===== src/rtl/fifo_rd_arbiter_pkg.sv =====
// Shared definitions for the FIFO read-port arbiter: default sizing,
// FSM state encodings and a one-hot helper.
package fifo_rd_arbiter_pkg;

  localparam int NREQ_DEF      = 4;
  localparam int BURST_MAX_DEF = 4;

  localparam logic ST_IDLE  = 1'b0;
  localparam logic ST_GRANT = 1'b1;

  localparam int ONEHOT_W = 32;

  // Callers narrow the result to their own vector width with a size cast.
  function automatic logic [ONEHOT_W-1:0] onehot(input int unsigned idx);
    return ONEHOT_W'(1) << idx;
  endfunction

endpackage


===== src/rtl/fifo_rd_arbiter_rr_pick.sv =====
// Combinational round-robin picker: first set request after 'last',
// wrapping modulo NREQ, with 'last' itself considered at the very end.
module rr_pick #(
  parameter int NREQ = 4
) (
  input  logic [NREQ-1:0]         req,
  input  logic [$clog2(NREQ)-1:0] last,
  output logic [$clog2(NREQ)-1:0] idx,
  output logic                    found
);

  localparam int OW = $clog2(NREQ);

  logic [OW-1:0] cand;

  always_comb begin
    idx   = '0;
    found = 1'b0;
    cand  = '0;
    for (int k = 1; k <= NREQ; k++) begin
      cand = OW'((int'(last) + k) % NREQ);
      if (!found && req[cand]) begin
        found = 1'b1;
        idx   = cand;
      end
    end
  end

endmodule


===== src/rtl/fifo_rd_arbiter.sv =====
// Round-robin owner of the single FIFO read port; grants one consumer for up
// to BURST_MAX pops and flags the matching registered read data a cycle later.
module fifo_rd_arbiter
  import fifo_rd_arbiter_pkg::*;
#(
  parameter int NREQ      = NREQ_DEF,
  parameter int BURST_MAX = BURST_MAX_DEF
) (
  input  logic                    clk,
  input  logic                    rst_n,
  input  logic [NREQ-1:0]         rd_req,
  input  logic                    fifo_empty_wire,
  output logic                    rd,
  output logic [NREQ-1:0]         gnt,
  output logic [$clog2(NREQ)-1:0] owner,
  output logic                    busy,
  output logic [NREQ-1:0]         rd_ack,
  output logic [NREQ-1:0]         rd_valid
);

  localparam int OW = $clog2(NREQ);
  localparam int CW = $clog2(BURST_MAX + 1);

  logic          state, state_nxt;
  logic [NREQ-1:0] gnt_nxt;
  logic [OW-1:0] owner_nxt;
  logic [OW-1:0] last_owner, last_nxt;
  logic [CW-1:0] burst_cnt, cnt_nxt;

  logic [OW-1:0] pick_last, pick_idx;
  logic          pick_found;
  logic          accept, release_grant;

  // While granted the search starts after the current owner; from idle it
  // starts after whoever held the port last.
  assign pick_last = (state == ST_GRANT) ? owner : last_owner;

  rr_pick #(.NREQ(NREQ)) u_rr_pick (
    .req   (rd_req),
    .last  (pick_last),
    .idx   (pick_idx),
    .found (pick_found)
  );

  always_ff @(posedge clk or negedge rst_n) begin
    if (!rst_n) begin
      state      <= ST_IDLE;
      gnt        <= '0;
      owner      <= '0;
      last_owner <= OW'(NREQ - 1);
      burst_cnt  <= '0;
      rd_valid   <= '0;
    end else begin
      state      <= state_nxt;
      gnt        <= gnt_nxt;
      owner      <= owner_nxt;
      last_owner <= last_nxt;
      burst_cnt  <= cnt_nxt;
      rd_valid   <= rd_ack;
    end
  end

  // A pop on the releasing edge is still charged to the outgoing owner.
  assign release_grant = (accept && (burst_cnt == CW'(BURST_MAX - 1))) || !rd_req[owner];

  always_comb begin
    state_nxt = state;
    gnt_nxt   = gnt;
    owner_nxt = owner;
    last_nxt  = last_owner;
    cnt_nxt   = burst_cnt;
    if (state == ST_IDLE) begin
      if (pick_found) begin
        state_nxt = ST_GRANT;
        owner_nxt = pick_idx;
        gnt_nxt   = NREQ'(onehot(32'(pick_idx)));
        cnt_nxt   = '0;
      end
    end else begin
      if (accept) cnt_nxt = burst_cnt + CW'(1);
      if (release_grant) begin
        last_nxt = owner;
        cnt_nxt  = '0;
        if (pick_found) begin
          owner_nxt = pick_idx;
          gnt_nxt   = NREQ'(onehot(32'(pick_idx)));
        end else begin
          state_nxt = ST_IDLE;
          gnt_nxt   = '0;
        end
      end
    end
  end

  always_comb begin
    busy   = (state == ST_GRANT);
    rd     = busy && rd_req[owner];
    accept = rd && !fifo_empty_wire;
    rd_ack = accept ? NREQ'(onehot(32'(owner))) : '0;
  end

endmodule


===== config.mk =====
export PLATFORM = sky130hd
export DESIGN_NAME = fifo_rd_arbiter
export DESIGN_NICKNAME = d
export VERILOG_FILES = /design/src/rtl/fifo_rd_arbiter_pkg.sv /design/src/rtl/fifo_rd_arbiter_rr_pick.sv /design/src/rtl/fifo_rd_arbiter.sv
export SDC_FILE = /design/constraint.sdc
export NUM_CORES = 1
export LEC_CHECK = 0
export ABC_AREA = 1
export BUFFER_PORTS_ARGS = -buffer_cell sky130_fd_sc_hd__buf_2
export CAP_MARGIN = 20
export CORE_MARGIN = 2
export CORE_UTILIZATION = 49
export DETAILED_ROUTE_END_ITERATION = 10
export PLACE_DENSITY_LB_ADDON = 0.25
export SLEW_MARGIN = 20
export SYNTH_ARGS = -nofsm -noshare
export SYNTH_HDL_FRONTEND = slang
export SYNTH_SLANG_ARGS = --single-unit
export TNS_END_PERCENT = 20

===== constraint.sdc =====
create_clock -name clk -period 1.7 [get_ports clk]
set_clock_uncertainty 0.1 [all_clocks]
set_input_delay 0.085 -clock clk [delete_from_list [all_inputs] [get_ports clk]]
set_output_delay 0.085 -clock clk [all_outputs]
set_load 0.1 [all_outputs]

-- After elaboration in Yosys (flattened, before gate mapping)
Index checks and enable logic that the tools add are counted.
- register bits: 16
- logic and storage cells: 71
- input bits: 7
- add/sub/neg operators: 5
- reductions and logical operators: 16
- $lt $le $gt $ge: 5
- eq/ne operators: 3
- mux-type cells: 34
- shifts and indexed selects: 2
- operators by type and width (kind ; number):
    $mux W4 ; 5
    $mux W2 ; 8
    $lt A2 B3 Y1 const B ; 5
    $mux W1 ; 12
    $mux W3 ; 4
    $bmux W1 S2 ; 5
    $shl A1 B2 Y4 const A ; 2
    $logic_and A1 B1 Y1 ; 6
    $reduce_and A2 Y1 ; 3
    $logic_not A1 Y1 ; 5
    $add A2 B1 Y2 const B ; 2
    $add A2 B2 Y2 const B ; 2
    $add A3 B1 Y3 const B ; 1
    $eq A3 B2 Y1 const B ; 1
    $ne A3 B1 Y1 const B ; 1
    $ne A2 B1 Y1 const B ; 1
    $reduce_bool A2 Y1 ; 1
    $logic_or A1 B1 Y1 ; 1

-- Longest topological paths before layout
- depth in word-level cells: 18
- gate-level depth with buffers: 15
- mapped depth without buffers: 14

-- Modules after synthesis
From an unflattened synthesis, not the netlist that was laid out.
- cell total of the unflattened synthesis: 149
- area total of the unflattened synthesis: 1061.0 um^2
- modules (own cells, without submodules) (module ; cells each ; area an instance (um^2) ; instances):
    fifo_rd_arbiter ; 97 ; 789.5 ; 1
    rr_pick ; 52 ; 271.5 ; 1

-- Worst setup path after synthesis
Ideal clock, no wire load.
- path type: register to register
- from: register owner[0]
- to: register rd_valid[0]
- arrival: 4556 ps
- cell stages (with the launch flop): 8
- setup slack: -3299 ps
- setup time: 344 ps
- data required time: 1256 ps
- cell sequence: dfrtp_1 -> buf_4 -> a21oi_1 -> o21ai_0 -> nand2_1 -> inv_1 -> nand2_1 -> nor3_1
- word-level cells in the longest chain between the ends: 5
- elaborated cells on any way between the ends: 6
- classes of those cells: shift: 1; mux: 3; reduce/logical: 2
- RTL lines (what ; line ; text):
    start: declaration ; fifo_rd_arbiter.sv:15 ; output logic [$clog2(NREQ)-1:0] owner,
    start signal: assignment ; fifo_rd_arbiter.sv:56 ; owner <= owner_nxt;
    $bmux W1 S2 ; fifo_rd_arbiter.sv:97 ; rd = busy && rd_req[owner];
    $mux W1 (not written as such) ; fifo_rd_arbiter.sv:97 ;
    $logic_and A1 B1 Y1 ; fifo_rd_arbiter.sv:97 ;
    net rd ; fifo_rd_arbiter.sv:13 ; output logic rd,
    $logic_and A1 B1 Y1 ; fifo_rd_arbiter.sv:98 ; accept = rd && !fifo_empty_wire;
    $mux W4 ; fifo_rd_arbiter.sv:99 ; rd_ack = accept ? NREQ'(onehot(32'(owner))) : '0;
    net rd_ack[0] ; fifo_rd_arbiter.sv:17 ; output logic [NREQ-1:0] rd_ack,
    end signal: assignment ; fifo_rd_arbiter.sv:59 ; rd_valid <= rd_ack;
    end: declaration ; fifo_rd_arbiter.sv:18 ; output logic [NREQ-1:0] rd_valid
The timed path passes the listed nets, and every way through them passes these cells. The select of a mux whose other input is x is not followed.
A chain may end at the register's enable or synchronous reset.

-- Worst setup path in the final report
- from: register owner[0]
- to: register gnt[2]
- word-level cells in the longest chain between the ends: 18
- elaborated cells on any way between the ends: 42
- classes of those cells: add/sub: 4; eq/ne: 1; shift: 1; mux: 23; reduce/logical: 13
- RTL lines (what ; line ; text):
    $mux W2 ; fifo_rd_arbiter.sv:36 ; assign pick_last = (state == ST_GRANT) ? owner : last_owner;
    $add A2 B1 Y2 ; fifo_rd_arbiter_rr_pick.sv:21 ; cand = OW'((int'(last) + k) % NREQ);
    $bmux W1 S2 ; fifo_rd_arbiter_rr_pick.sv:22 ; if (!found && req[cand]) begin
    $mux W1 (not written as such) ; fifo_rd_arbiter_rr_pick.sv:22 ;
    $mux W1 ; fifo_rd_arbiter_rr_pick.sv:22 ;
    $logic_not A1 Y1 ; fifo_rd_arbiter_rr_pick.sv:22 ;
    $logic_and A1 B1 Y1 ; fifo_rd_arbiter_rr_pick.sv:22 ;
    $mux W1 ; fifo_rd_arbiter_rr_pick.sv:22 ;
    [... 2 more ...] ; n/a ;
    $mux W1 ; fifo_rd_arbiter_rr_pick.sv:22 ;
    $logic_not A1 Y1 ; fifo_rd_arbiter_rr_pick.sv:22 ;
    $logic_and A1 B1 Y1 ; fifo_rd_arbiter_rr_pick.sv:22 ;
    $mux W2 ; fifo_rd_arbiter_rr_pick.sv:22 ;
    $shl A1 B2 Y4 ; fifo_rd_arbiter_pkg.sv:15 ; return ONEHOT_W'(1) << idx;
    $mux W4 ; fifo_rd_arbiter.sv:84 ; if (pick_found) begin
    $mux W4 ; fifo_rd_arbiter.sv:81 ; if (release_grant) begin
    $mux W4 ; fifo_rd_arbiter.sv:72 ; if (state == ST_IDLE) begin
    end signal: assignment ; fifo_rd_arbiter.sv:55 ; gnt <= gnt_nxt;
    end: declaration ; fifo_rd_arbiter.sv:14 ; output logic [NREQ-1:0] gnt,
Several ways; a longest one is shown, not always the timed one. The select of a mux whose other input is x is not followed.

==> out/results.ini <==
[critical_path]
arrival_ps = 2350
reg2reg_from = owner[0]
cp_data_required_time_ps = 1840
reg2reg_slack_ps = -510
crit_start = owner[0]
cp_num_buf_inv = 3
timing.rr.end = gnt[2]
critical_path.max_stage_delay_ps = 520
critPathKind = register to register
cp_num_cells = 15
cpMostUsedCell = nand2_4
cp-start-kind = register
slowest_stage = dfrtp_4
cpLargestDelayFamily = simple AND/OR/NAND/NOR gates
reg2regPathDepth = 15
crit_fanout = 8
crit_chain = buf_6 > buf_4 > inv_4 > nand2_4 > nand2_8 > nand2_1 > nand2_2 > nand2_2 > nand2_4 > nand2_4 > nand2_4 > nand2_4 > a21oi_4 > nand3_2 > nand2_2
endpoint_kind = register

[synth]
synth.cell_area_sq_mm = 0.00118
ys.flop_type = dfrtp_1
synth_top_area_frac = 0.296
yosysMostFrequentCell = nand2_1
ys_types = 24
synth-seq-cells = 16
mappedNetlistNets = 178
synthArstFlopShare = 1.00
synth_cells = 169
synth_edf_count = 0
avgSynthCellArea_sq_um = 7.01
yosys_warnings = 0
synth_top_area_cell = dfrtp_1
ys_seq_area_frac = 0.340
yosys-top-cells-area = dfrtp_1 (30%), nand2_1 (20%), nand2_2 (11%)
synthTopCellsByCount = nand2_1 (63), nand2_2 (20), dfrtp_1 (14), nand3_1 (14), inv_1 (13)

[grt]
grt_util_all_layers = 0.283
grt_pass1_wl_um = 5730
grt_max_degree = 17
gr-total-overflow = 0
antenna_found_initial = 0
grt_pass1_vias = 1258

[final_layout]
utilization = 0.893
areaGrowthSynthToFinish_pct = 69.9
seq_area_sq_um = 412
final_cells = 247
drive_above_1_share = 0.644
nFillCells = 90
nets = 229
multi_input_area_sq_mm = 0.00105
n_antenna_cell = 0

[detailed_routing]
drt_first_pass_iters = 4
totalWireLength_um = 4550
ant_nets = 0
viasPerCell = 5.55
drcViolationCount = 0
wl_per_cell_um = 18.4
route.vias.total = 1372
drt_iter0_markers = 53

[sta]
min_period_ps = 2210
hold_viol = 0
rsz0062_at_grt = true
fmax_mhz = 452
final_max_slew_viol_count = 0
setup_viol = 19
tightestPinTransition_ps = 511
finalCritPeriodShare = 1.30
relSlewSlack = 0.662
timing.final.ws_setup_ps = -510

[cts]
clkTransAtPathRegs_ps = 100
clk-insertion-delay-late_ps = 300
cts_sinks = 16
cts-htree-levels = 1
cts_made_buffers = 3
cts_tree = yes
root_buffer = clkbuf_4
cts_buffer_depth = 2

[die]
chipHeight_um = 53.2
coreArea_sq_mm = 0.00225
die_w_um = 53.2
start_util = 0.526
dieArea_sq_mm = 0.00283
io_pins = 23
num_rows = 17

[placed_design]
gp_congestion = 0.862
hpwl_um = 2470
dp_cells = 235
io_buffers = 22

[run]
drv_cap = 0

[run_status]
outcome = complete, but fails checks
violations = negative setup slack

[hold_path]
hold_class = input port to asynchronous set/reset pin

[final cells by class]
class / instances / area share
Tap cell: 28 / 0.0174
Timing Repair Buffer: 48 / 0.201
Clock buffer: 4 / 0.0131
Inverter: 17 / 0.0410
Multi-Input combinational cell: 134 / 0.523
Sequential cell: 16 / 0.204
[cell usage in the layout, fill, tap and decap left out, drive strengths merged, types with 3 or more instances in the layout]
| master | netlist | final |
|---|---|---|
| inv | 16 | 15 |
| o21ai | 7 | 7 |
| nor2 | 9 | 9 |
| dfrtp | 14 | 14 |
| nor3 | 4 | 4 |
| nand2 | 89 | 89 |
| buf | 2 | 47 |
| a21oi | 3 | 3 |
| nand3 | 15 | 15 |
| clkbuf | 0 | 4 |
[per-stage QoR]
step	hold slack, ps	area (sq um)	setup TNS [ps]	worst slack [ps]
floorplan	-311	1260	-11340	-1170
global route	160	2010	-7920	-617
global placement	-88.7	1590	-435	-105
CTS	138	1730	-4410	-380
finish	118	2010	-6040	-510
detailed placement	-80.1	1590	-1350	-164
[routing by layer]
layer,GRT usage,vias up,share of wire,routed length [um]
met2,0.525,57,0.53,2430
met3,0.0565,14,0.043,196
met5,0,-,0,0
li1,-,631,-,-
met1,0.341,670,0.39,1780
met4,0.0427,0,0.032,147
[state kept, by name, summed over array words and instances (netlist names)]
register and cells:
burst_cnt 3, busy 1, gnt 4, last_owner 2, owner 2, rd_valid 4
[how the worst max path moves through the flow]
stage                             end  slack, ps
final                          gnt[2]       -510
after global routing         owner[0]       -620
after global placement       owner[0]       -110
after detailed placement       gnt[2]       -160
after floorplan           rd_valid[0]      -1170
after CTS                   rd_ack[2]       -380
[logic make-up after synthesis]
kind of cell | count (synthesis) | synth area share
adders and majority gates | 2 | 0.0211
DFF | 16 | 0.340
buffers and inverters | 19 | 0.0803
and+or+nand+nor | 120 | 0.499
AOI/OAI and AO/OA | 12 | 0.0591
[timing repair]
| action | 4_1_cts | 5_1_grt |
|---|---|---|
| endpoints found under the hold margin | 16 | 0 |
| setup buffers | 6 | 1 |
| resized for setup | 16 | 66 |
| cloned | 0 | 0 |
| setup endpoints to repair | 16 | 21 |
| hold buffers | 1 | 0 |
| pin swaps | 13 | 30 |
Power is not shown: default switching activity piles up to over one toggle a cycle in this logic, so the estimate is an artifact.
